## src/rtl/psg_pkg.sv

```systemverilog
// Shared constants and helpers for the SN76489-compatible sound generator.
package psg_pkg;

    localparam int CLK_DIV_DEFAULT = 128;

    // LFSR seed loaded at reset and on every noise-register write
    localparam logic [15:0] LFSR_SEED = 16'h8000;

    // Feedback taps for white noise
    localparam int WHITE_TAP_A = 0;
    localparam int WHITE_TAP_B = 3;

    // Noise counter reload values for noise_ctrl[1:0] = 0, 1, 2
    localparam logic [6:0] NOISE_RATE_16 = 7'h10;
    localparam logic [6:0] NOISE_RATE_32 = 7'h20;
    localparam logic [6:0] NOISE_RATE_64 = 7'h40;

    localparam logic [1:0] NOISE_CH = 2'd3;

    typedef enum logic [1:0] {
        REG_TONE  = 2'd0,
        REG_VOL   = 2'd1,
        REG_NOISE = 2'd2
    } reg_type_e;

    // Amplitude per attenuation step; 15 is silence
    localparam logic [15:0] VOL_LUT [16] = '{
        16'd8191, 16'd6506, 16'd5168, 16'd4105,
        16'd3261, 16'd2590, 16'd2057, 16'd1634,
        16'd1298, 16'd1031, 16'd819,  16'd651,
        16'd517,  16'd411,  16'd326,  16'd0
    };

    function automatic reg_type_e reg_type(input logic [1:0] ch, input logic vol);
        if (vol)
            return REG_VOL;
        else if (ch == NOISE_CH)
            return REG_NOISE;
        else
            return REG_TONE;
    endfunction

    // Rate select 3 never reaches the counter (noise follows ch2 instead)
    function automatic logic [6:0] noise_rate(input logic [1:0] sel);
        case (sel)
            2'd0:    return NOISE_RATE_16;
            2'd1:    return NOISE_RATE_32;
            default: return NOISE_RATE_64;
        endcase
    endfunction

endpackage

```

## src/rtl/psg_tone.sv

```systemverilog
// One square-wave tone channel: 10-bit down-counter and toggle flop.
module psg_tone (
    input  logic       clk,
    input  logic       reset,
    input  logic       tick,
    input  logic [9:0] period,
    output logic       out,
    output logic       toggled
);

    logic [9:0] cnt;
    logic       out_q;
    logic       reload;

    assign reload  = (cnt <= 10'd1);
    assign toggled = tick && reload;
    // Periods 0 and 1 hold the output high so the CPU can play samples via attenuation
    assign out     = out_q | (period <= 10'd1);

    // Count down on each tick; reload and toggle at the bottom
    always_ff @(posedge clk) begin
        if (reset) begin
            cnt   <= 10'd0;
            out_q <= 1'b1;
        end else if (tick) begin
            if (reload) begin
                cnt   <= period;
                out_q <= ~out_q;
            end else begin
                cnt <= cnt - 10'd1;
            end
        end
    end

endmodule

```

## src/rtl/sms_psg.sv

```systemverilog
// SN76489-compatible PSG: register file, three tone channels, noise channel, mixer.
module sms_psg
    import psg_pkg::*;
#(
    parameter int CLK_DIV = CLK_DIV_DEFAULT
) (
    input  logic        clk,
    input  logic        reset,
    input  logic [7:0]  io_wrdata,
    input  logic        io_wren,
    input  logic        next_sample,
    output logic [15:0] audio_out
);

    localparam int PW = $clog2(CLK_DIV);

    logic [PW-1:0] pre_cnt;
    logic          tick;

    logic [9:0]    period [3];
    logic [3:0]    atten  [4];
    logic [1:0]    latch_ch;
    logic          latch_vol;
    logic [2:0]    noise_ctrl;

    logic          wr_latch;
    logic [1:0]    wr_ch;
    logic          wr_vol;
    reg_type_e     wr_type;
    logic          noise_wr;

    logic [2:0]    tone_out;
    logic          tone2_toggled;
    logic [1:0]    toggled_unused;

    logic [6:0]    noise_cnt;
    logic          noise_tog;
    logic          noise_flip;
    logic          noise_shift;
    logic          noise_fb;
    logic [15:0]   lfsr;

    logic [15:0]   mix_sum;

    assign tick = (pre_cnt == PW'(CLK_DIV - 1));

    // Free-running prescaler producing one tick every CLK_DIV clocks
    always_ff @(posedge clk) begin
        if (reset)
            pre_cnt <= '0;
        else if (tick)
            pre_cnt <= '0;
        else
            pre_cnt <= pre_cnt + 1'b1;
    end

    // Decode which register the incoming byte targets
    always_comb begin
        wr_latch = io_wrdata[7];
        wr_ch    = wr_latch ? io_wrdata[6:5] : latch_ch;
        wr_vol   = wr_latch ? io_wrdata[4]   : latch_vol;
        wr_type  = reg_type(wr_ch, wr_vol);
        noise_wr = io_wren && (wr_type == REG_NOISE);
    end

    // Register file: latch, periods, attenuations, noise control
    always_ff @(posedge clk) begin
        if (reset) begin
            for (int i = 0; i < 3; i++) period[i] <= 10'd0;
            for (int i = 0; i < 4; i++) atten[i]  <= 4'hF;
            latch_ch   <= 2'd0;
            latch_vol  <= 1'b0;
            noise_ctrl <= 3'd0;
        end else if (io_wren) begin
            if (wr_latch) begin
                latch_ch  <= io_wrdata[6:5];
                latch_vol <= io_wrdata[4];
            end
            case (wr_type)
                REG_VOL:   atten[wr_ch] <= io_wrdata[3:0];
                REG_NOISE: noise_ctrl   <= io_wrdata[2:0];
                default: begin
                    for (int i = 0; i < 3; i++) begin
                        if (wr_ch == 2'(i)) begin
                            if (wr_latch)
                                period[i][3:0] <= io_wrdata[3:0];
                            else
                                period[i][9:4] <= io_wrdata[5:0];
                        end
                    end
                end
            endcase
        end
    end

    psg_tone u_tone0 (
        .clk     (clk),
        .reset   (reset),
        .tick    (tick),
        .period  (period[0]),
        .out     (tone_out[0]),
        .toggled (toggled_unused[0])
    );

    psg_tone u_tone1 (
        .clk     (clk),
        .reset   (reset),
        .tick    (tick),
        .period  (period[1]),
        .out     (tone_out[1]),
        .toggled (toggled_unused[1])
    );

    psg_tone u_tone2 (
        .clk     (clk),
        .reset   (reset),
        .tick    (tick),
        .period  (period[2]),
        .out     (tone_out[2]),
        .toggled (tone2_toggled)
    );

    // Noise toggle source and LFSR feedback selection
    always_comb begin
        if (noise_ctrl[1:0] == 2'b11)
            noise_flip = tick && tone2_toggled;
        else
            noise_flip = tick && (noise_cnt <= 7'd1);
        noise_shift = noise_flip && !noise_tog;
        noise_fb    = noise_ctrl[2] ? (lfsr[WHITE_TAP_A] ^ lfsr[WHITE_TAP_B]) : lfsr[WHITE_TAP_A];
    end

    // Noise counter, toggle flop and LFSR; a register write beats a same-cycle shift
    always_ff @(posedge clk) begin
        if (reset) begin
            noise_cnt <= 7'd0;
            noise_tog <= 1'b1;
            lfsr      <= LFSR_SEED;
        end else begin
            if (tick && (noise_ctrl[1:0] != 2'b11)) begin
                if (noise_cnt <= 7'd1)
                    noise_cnt <= noise_rate(noise_ctrl[1:0]);
                else
                    noise_cnt <= noise_cnt - 7'd1;
            end
            if (noise_flip)
                noise_tog <= ~noise_tog;
            if (noise_wr)
                lfsr <= LFSR_SEED;
            else if (noise_shift)
                lfsr <= {noise_fb, lfsr[15:1]};
        end
    end

    // Sum the four gated channel amplitudes
    always_comb begin
        mix_sum = (tone_out[0] ? VOL_LUT[atten[0]] : 16'd0)
                + (tone_out[1] ? VOL_LUT[atten[1]] : 16'd0)
                + (tone_out[2] ? VOL_LUT[atten[2]] : 16'd0)
                + (lfsr[0]     ? VOL_LUT[atten[3]] : 16'd0);
    end

    // Output sample register, updated when the DAC accepts a sample
    always_ff @(posedge clk) begin
        if (reset)
            audio_out <= 16'h0000;
        else if (next_sample)
            audio_out <= mix_sum;
    end

endmodule
```

## config.mk

```make
export PLATFORM = sky130hd
export DESIGN_NAME = sms_psg
export DESIGN_NICKNAME = d
export VERILOG_FILES = /design/src/rtl/psg_pkg.sv /design/src/rtl/psg_tone.sv /design/src/rtl/sms_psg.sv
export SDC_FILE = /design/constraint.sdc
export NUM_CORES = 1
export LEC_CHECK = 0
export BUFFER_PORTS_ARGS = -buffer_cell sky130_fd_sc_hd__buf_2
export CORE_MARGIN = 3
export CORE_UTILIZATION = 63
export CTS_CLUSTER_DIAMETER = 50
export DETAILED_ROUTE_END_ITERATION = 8
export GPL_TIMING_DRIVEN = 0
export PLACE_DENSITY = 0.9
export SYNTH_ARGS = -nofsm -noshare
export SYNTH_HDL_FRONTEND = slang
export SYNTH_SLANG_ARGS = --single-unit
```

## constraint.sdc

```tcl
create_clock -name clk -period 5.3 [get_ports clk]
set_clock_uncertainty 0.1 [all_clocks]
set_input_delay 0.265 -clock clk [delete_from_list [all_inputs] [get_ports clk]]
set_output_delay 0.265 -clock clk [all_outputs]
set_load 0.05 [all_outputs]
```

==> results of run 1 <==
==> per-layer routing <==
metal  wire [µm]  up-vias  share of wire
met5           0        -              0
met4        1260        0          0.057
met3        2000      110          0.090
met2       10200      453           0.46
met1        8690     3553           0.39
li1            -     3491              -
==> critical path: stages, from the launching register on <==
cell and delay [ps]:
edfxtp_1 400, nor4_1 350, a31oi_1 300, clkbuf_1 300
a221oi_1 360, fa_1 510, fa_1 490, ha_1 250
fa_1 440, a211oi_1 410, o21ai_0 190, a31oi_1 230
xnor2_1 180, mux2i_1 120, nor2_1 130
==> synthesized netlist by cell type (8+ instances only) <==
cell type  number
nand3_1        25
fa_1           26
nand2_1        81
o211ai_1        9
nor4_1          9
nor2b_1        14
a211oi_1       26
nand2b_1        8
and2_1         13
ha_1           48
or3_1           8
clkbuf_1       37
inv_1          60
mux2i_1        42
o21ai_0        35
dfxtp_1        85
xnor2_1        15
a31oi_1        11
nor3_1         39
nor2_1        143
a21oi_1        57
edfxtp_1       46
mux2_2          8
==> layout by cell type, fill, tap and decap left out, drive strengths merged, types with 14 or more instances in the layout <==
cell / Yosys / routed
nor2: 143 / 143
dfxtp: 85 / 85
nand2: 81 / 81
inv: 60 / 66
clkbuf: 37 / 58
a21oi: 57 / 57
ha: 48 / 48
edfxtp: 46 / 46
mux2i: 42 / 42
nor3: 41 / 41
o21ai: 36 / 36
buf: 8 / 32
a211oi: 26 / 26
fa: 26 / 26
nand3: 25 / 25
xnor2: 15 / 15
nor2b: 14 / 14
==> worst paths after layout <==
kind                  from            end  cells past startpoint
max reg2reg   period[1][8]   audio_out[9]                     14
min reg2reg  audio_out[11]  audio_out[11]                      2
min           io_wrdata[5]    latch_ch[0]                      3
max           period[1][8]   audio_out[9]                     14
==> sequential cells by signal (all words and copies together) (netlist names) <==
register	flops
atten	16
audio_out	15
latch_ch	2
latch_vol	1
lfsr	16
noise_cnt	7
noise_ctrl	3
noise_tog	1
period	30
pre_cnt	7
u_tone0.cnt	10
u_tone0.out_q	1
u_tone1.cnt	10
u_tone1.out_q	1
u_tone2.cnt	10
u_tone2.out_q	1
==> through the flow <==
| step | hold slack (ps) | setup slack (ps) | instances | util |
|---|---|---|---|---|
| CTS | 65.3 | 551 | 1191 | 0.726 |
| floorplan | 309 | 1230 | 963 | - |
| finish | 75.5 | 481 | 1193 | 0.727 |
| global route | 84.9 | 228 | 1193 | 0.727 |
| detailed placement | 342 | 562 | 1159 | 0.681 |
| global placement | 339 | 568 | 1159 | 0.681 |
==> area by class of cell <==
cell class	instances	area (µm²)	share of cell area
well taps	172	215	0.0230
clock inverters	11	86.3	0.00922
repair buffers	24	120	0.0128
multi-input cells	727	4940	0.528
flip-flops and latches	131	3080	0.329
clock buffers	21	493	0.0527
plain buffers	45	189	0.0202
inverters	60	225	0.0241
diodes	2	5.00	0.000535
==> cell families (layout without fill, tap and decap cells) <==
family                     after synthesis  in the layout  share of synthesized area
and+or+nand+nor                        379            379                      0.212
AOI/OAI and AO/OA                      202            202                      0.158
DFF                                    131            131                      0.365
buffers and inverters                  105            161                     0.0491
adders and majority gates               74             74                      0.133
muxes                                   50             50                     0.0605
xor gates and xnor gates                21             21                     0.0218
other                                    1              3                   0.000444
==> power breakdown <==
group          switching, µW  internal, µW  total (µW)
sequential              17.4          1070        1080
clock                    481           675        1160
combinational            130          56.4         186
==> results.yml, run 1 <==
yosys:
  synth_top_area_frac: 0.202
  synth-edff-count: 46
  yosys_register_bits: 131
  synth_top_cell_by_area: "dfxtp_1"
  syn_area_mm2: 0.00844
  seq_area_frac_synth: 0.365
  syn_avg_cell_area_um2: 8.76
  syn_nets: 1049
  synth_cell_types: 67
  ys_async_sr_fraction: 0
  syn_inst: 963
  yosys_warnings: 0
  synth_area_leaders: "dfxtp_1, edfxtp_1, ha_1"
  synth_ff_type: "dfxtp_1"
job:
  drv_cap: 0
cells_and_area:
  syn2layout_area_growth_pct: 10.9
  drive_gt1_frac: 0.0775
  post-route-cell-area_mm2: 0.00936
  fillers: 862
  final_nets: 1092
power:
  p_leak_uw: 0.00378
  irDropWorstVdd_mv: 0.217
  p_per_area_mw_per_mm2: 259
  power_uw: 2420
detailed_routing:
  drc_errors: 0
  vias: 7607
  via_per_inst: 6.38
  wl_um: 22100
  first_iter_violations: 906
  detail-route-antenna-nets: 0
  wl_per_cell_um: 18.6
  drt-pass1-iter-count: 8
timing:
  period_share: 0.909
  finalCriticalPeriod_ps: 4820
  rsz0062_at_grt: "no"
  setup_viol_count_final: 0
  max_freq_ghz: 0.208
  finalSetupTns_ps: 0
  slew-limit-headroom: 0.212
  final_hold_viol_count: 0
  tightest_slew_ps: 1170
  slew_viol_final: 0
grt:
  overflow: 0
  grt_pass1_wl_um: 35000
  grt_use_met1: 0.373
  grt_start_max_net_pins: 17
  antenna_found_initial: 2
  grt_use_met3: 0.0738
  use_met2: 0.481
  busiest_layer: "met2"
  grt_pass1_vias: 7287
  grt_usage: 0.305
setup_path:
  r2r_slack_ps: 480
  critPathRequiredTime_ps: 5550
  crit_path_max_fanout: 10
  cp-end-kind: "flop"
  critPathLaunchType: "flop"
  arrival_ps: 5070
  crit_type: "flop to flop"
floorplanning:
  die-area_mm2: 0.0148
  floorplan.initialDensity: 0.655
  fp.dieH_um: 122
  rows: 41
  pin_count: 28
  fp.dieW_um: 122
  coreArea_mm2: 0.0129
placed_design:
  hpwl_um: 15100
  place_area_mm2: 0.00877
  io_buffers: 24
  gp_congestion: 1.02
cts:
  postCtsResizedCells: 0
  tritoncts: "done"
  clk_pin_slew_ps: 70
  cts.sinks: 131
  root_buffer: "clkbuf_16"
  cts_buffer_depth: 2
  clock_latency_ps: 430
  hold_buffers: 0
  numCtsBuffers: 17
  cts_setup_buffers: 0
  htree_levels: 4
min_path:
  hold_path.class: "input port to flop"
outcome:
  status: "finished clean"
Note: power is estimated with default switching activity, not from simulation.
==> inputs of run 2 (changes only) <==
- CORE_UTILIZATION: 63 -> 57
- PLACE_DENSITY: 0.9 -> 0.83
==> run 2 against run 1 <==
Routed wire length decreased by 4.6%. Largest cell class unchanged. Clock-buffer cell count is 1 lower. Die area rose by 10%. Combinational power about the same. Non-clock buffer count is the same. First-iteration DRC count down 10%. Critical endpoint unchanged. Clock power barely moved. Setup slack gained 37 ps.
==> results.yml, run 2 (synthesized netlist as in run 1, its figures left out) <==
cells_and_area:
  top_register: "period"
  drive_gt1_frac: 0.0765
  n_antenna_cell: 0
  mostFrequentLayoutCells: "nor2_1, dfxtp_1, nand2_1"
  final_nets: 1092
  final_common_cell: "nor2_1"
  largest_registers: "period (30), atten (16), lfsr (16)"
  syn2layout_area_growth_pct: 10.7
  largest_reg_flops: 30
  fillers: 1117
cts:
  clk_pin_slew_ps: 60
  hold_buffers: 0
  htree_levels: 4
  tritoncts: "done"
  clock_latency_ps: 420
  root_buffer: "clkbuf_16"
  postCtsResizedCells: 0
  cts_setup_buffers: 0
  cts.sinks: 131
  cts_buffer_depth: 2
  numCtsBuffers: 17
timing:
  finalSetupTns_ps: 0
  max_freq_ghz: 0.209
  period_share: 0.902
  finalCriticalPeriod_ps: 4780
  slew-limit-headroom: 0.266
  tightest_slew_ps: 1090
  whs_ps: 94.5
  slew_viol_final: 0
  setup_viol_count_final: 0
  final_hold_viol_count: 0
  rsz0062_at_grt: "no"
detailed_routing:
  vias: 7427
  wl_per_cell_um: 17.6
  drt-pass1-iter-count: 8
  detail-route-antenna-nets: 0
  drc_errors: 0
  via_per_inst: 6.19
  wl_um: 21100
  first_iter_violations: 811
floorplanning:
  coreArea_mm2: 0.0142
  floorplan.initialDensity: 0.594
  die-area_mm2: 0.0163
  pin_count: 28
  fp.dieH_um: 128
  rows: 43
  fp.dieW_um: 128
setup_path:
  crit_type: "flop to flop"
  r2r_slack_ps: 520
  cp_top_family: "adder cells"
  r2r_end: "audio_out[9]"
  cp-end-kind: "flop"
  crit_path_max_fanout: 10
  path_buf_inv: 1
  arrival_ps: 4960
  timing.rr.start: "period[2][5]"
  critPathRequiredTime_ps: 5480
  cp_slowest_cell: "fa_1"
  cpPeakStageDelay_ps: 520
  path_common_cell: "fa_1"
  crit_chain: "nor4_1 > a31oi_1 > clkbuf_1 > a221oi_1 > fa_1 > fa_1 > ha_1 > fa_1 > a211oi_1 > o21ai_0 > a31oi_1 > xnor2_1 > mux2i_1 > nor2_1"
  ff2ff_path_depth: 14
  critPathLaunchType: "flop"
grt:
  grt_usage: 0.269
  grt_pass1_wl_um: 34800
  grt_pass1_vias: 7158
  antenna_found_initial: 0
  overflow: 0
  grt_start_max_net_pins: 17
power:
  p_sw_frac: 0.260
  power.switching_uw: 623
  sequentialPowerShare: 0.451
  clkPwrFrac: 0.473
  power_frac_comb: 0.076
  p_per_area_mw_per_mm2: 257
  irDropWorstVdd_mv: 0.225
  p_leak_uw: 0.00376
  internal_power_uw: 1780
min_path:
  min_delay_worst_endpoint: "latch_vol"
  holdPathStages: 3
  min_from: "io_wrdata[4]"
  hold_path.class: "input port to flop"
placed_design:
  hpwl_um: 15100
  gp_congestion: 0.959
  io_buffers: 24
outcome:
  status: "finished clean"
job:
  drv_cap: 0
run 2: changes by cell type in the layout (fill, tap and decap cells not counted), moves of 2 or more:
| cell | change |
|---|---|
| clkbuf_1 | +2 |
| clkinv_4 | +2 |
| clkbuf_16 | -2 |
| diode_2 | -2 |
run 2: per-layer routing:
metal  GRT usage  wire, µm  vias up
met1       0.350      8780     3507
li1            -         -     3493
met4       0.120       786        0
met5           0         0        -
met3      0.0600      1750       73
met2       0.431      9810      354
run 2: layout make-up:
cell class / count / area [µm²] / area share
buffer: 45 / 189 / 0.0202
clock buffer: 20 / 437 / 0.0467
clock inverter: 12 / 123 / 0.0131
inverter: 60 / 225 / 0.0241
multi-input combinational: 727 / 4940 / 0.529
sequential: 131 / 3080 / 0.330
tap: 180 / 225 / 0.0241
timing repair buffer: 24 / 120 / 0.0129
run 2: tightest hold or removal path: stages:
cell     delay, ps
buf_2          150
nand3_1         90
a21oi_1         60
run 2: stage by stage:
| stage | cell area [µm²] | cells | power [µW] | util | worst slack, ps |
|---|---|---|---|---|---|
| floorplan | 8440 | 963 | 1230 | - | 1230 |
| global placement | 8780 | 1167 | 1280 | 0.618 | 617 |
| finish | 9340 | 1199 | 2400 | 0.658 | 518 |
| detailed placement | 8780 | 1167 | 1280 | 0.618 | 576 |
| CTS | 9340 | 1199 | 2400 | 0.658 | 556 |
| global route | 9340 | 1199 | 2470 | 0.658 | 210 |
run 2: worst max-delay path by stage:
| stage | from | endpoint | slack (ps) | depth (start not counted) |
|---|---|---|---|---|
| final | period[2][5] | audio_out[9] | 520 | 14 |
| after global routing | period[1][8] | audio_out[9] | 210 | 14 |
| after CTS | period[1][8] | audio_out[9] | 560 | 14 |
| after detailed placement | period[0][4] | audio_out[9] | 580 | 14 |
| after global placement | period[0][4] | audio_out[9] | 620 | 14 |
| after floorplan | atten[0][1] | audio_out[7] | 1230 | 14 |
run 2: power groups by stage:
stage	registers [µW]	clock network, µW	logic [µW]
2_1_floorplan	1120	0	108
3_3_place_gp	1100	0	176
3_5_place_dp	1100	0	179
4_1_cts	1080	1140	181
5_1_grt	1080	1190	200
6_report	1080	1130	183
==> inputs of run 3 (changes only) <==
- SKIP_CTS_REPAIR_TIMING: unset -> 1
- SYNTH_HIERARCHICAL: unset -> 1
==> run 3 against run 2 <==
Die area rose by 7.0%. Clock-buffer cell count fell by 1. Via count rose by 6.5%. Synthesized area rose by 7.4%.
==> results.yml, run 3 <==
detailed_routing:
  via_per_inst: 6.22
  drc_errors: 0
  wl_per_cell_um: 17.7
  vias: 7911
  wl_um: 22500
  drt-pass1-iter-count: 6
  detail-route-antenna-nets: 0
  first_iter_violations: 889
cells_and_area:
  largest_registers: "period (30), atten (16), lfsr (16)"
  top_register: "period"
  final_common_cell: "nor2_1"
  final_nets: 1137
  mostFrequentLayoutCells: "nor2_1, dfxtp_1, nand2_1"
  largest_reg_flops: 30
  n_antenna_cell: 0
  drive_gt1_frac: 0.111
  syn2layout_area_growth_pct: 11.1
  post-route-cell-area_mm2: 0.0101
grt:
  grt_start_max_net_pins: 23
  antenna_found_initial: 0
  overflow: 0
  grt_pass1_wl_um: 37400
  grt_usage: 0.260
  grt_pass1_vias: 7603
timing:
  rsz0062_at_grt: "no"
  final_hold_viol_count: 0
  max_freq_ghz: 0.210
  period_share: 0.899
  slew-limit-headroom: 0.265
  tightest_slew_ps: 1070
  setup_viol_count_final: 0
  finalCriticalPeriod_ps: 4770
  whs_ps: 89.0
  slew_viol_final: 0
  finalSetupTns_ps: 0
yosys:
  syn_nets: 1093
  syn_avg_cell_area_um2: 9.03
  yosys_warnings: 6
  syn_inst: 1004
  syn_area_mm2: 0.00906
floorplanning:
  fp.dieH_um: 132
  fp.dieW_um: 132
  rows: 45
  floorplan.initialDensity: 0.590
  pin_count: 28
  coreArea_mm2: 0.0154
  die-area_mm2: 0.0174
placed_design:
  gp_congestion: 0.957
  hpwl_um: 16200
  place_area_mm2: 0.00945
  io_buffers: 25
cts:
  numCtsBuffers: 17
  cts.sinks: 131
  clock_latency_ps: 420
  clk_pin_slew_ps: 60
  root_buffer: "clkbuf_16"
  cts_buffer_depth: 2
  htree_levels: 4
  tritoncts: "done"
min_path:
  holdPathStages: 3
  hold_path.class: "input port to flop"
  min_from: "io_wrdata[5]"
  min_delay_worst_endpoint: "latch_ch[0]"
setup_path:
  crit_type: "flop to flop"
  ff2ff_path_depth: 13
  crit_chain: "nor4_1 > a31o_2 > clkinv_1 > a211oi_1 > fa_1 > fa_1 > ha_1 > fa_1 > a211oi_2 > o21bai_1 > or3_1 > a311o_1 > o221ai_1"
  timing.rr.start: "period[1][3]"
  cp-end-kind: "flop"
  critPathRequiredTime_ps: 5540
  r2r_slack_ps: 530
  cpPeakStageDelay_ps: 520
  arrival_ps: 5000
  path_common_cell: "fa_1"
  critPathLaunchType: "flop"
  path_buf_inv: 1
  r2r_end: "audio_out[9]"
  cp_top_family: "adder cells"
  crit_path_max_fanout: 9
  cp_slowest_cell: "fa_1"
power:
  p_leak_uw: 0.00413
  power_uw: 2560
  p_per_area_mw_per_mm2: 254
  irDropWorstVdd_mv: 0.245
outcome:
  status: "finished clean"
job:
  drv_cap: 0
==> run 3: cell types whose count changed in the layout (fill, tap and decap cells not counted), sizes merged, moves of 10 or more <==
cell / previous run / this run
nor2: 143 / 113
inv: 64 / 87
and3: 2 / 14
buf: 32 / 42
clkbuf: 57 / 47
nor4: 9 / 19
==> run 3: power by group <==
part           total, µW  switching, µW  internal (µW)
Combinational        247            164           82.3
Clock               1220            462            754
Sequential          1090           23.7           1070
Total               2560            650           1900
==> run 3: how the worst max path moves through the flow <==
stage | from | end | depth (start not counted)
final | period[1][3] | audio_out[9] | 13
after global routing | period[1][3] | audio_out[9] | 13
after CTS | period[1][3] | audio_out[9] | 13
after detailed placement | period[1][3] | audio_out[9] | 13
after global placement | period[1][3] | audio_out[9] | 13
after floorplan | period[1][3] | audio_out[9] | 13
==> run 3: layer usage <==
metal	up-vias	share of wire	GRT usage
met5	-	0	0
met3	75	0.082	0.0599
met2	407	0.48	0.431
li1	3709	-	-
met4	0	0.030	0.0980
met1	3720	0.41	0.332
==> run 3: through the flow <==
step | util | std cells | worst slack [ps]
finish | 0.655 | 1272 | 534
global route | 0.655 | 1272 | 286
CTS | 0.655 | 1272 | 557
detailed placement | 0.615 | 1240 | 619
global placement | 0.615 | 1240 | 608
floorplan | - | 1004 | 1150
==> run 3: tightest hold or removal path, delay by kind of cell <==
family	cells	cell delay [ps]
buf+inv	1	140
compound gates	1	60
simple gates	1	90
==> run 3: cell type report <==
class	count	area (µm²)
multi-input cells	743	5410
fillers	1167	5300
flip-flops and latches	131	3080
clock buffers	19	475
inverters	84	315
well taps	211	264
plain buffers	46	255
clock inverters	13	141
repair buffers	25	125
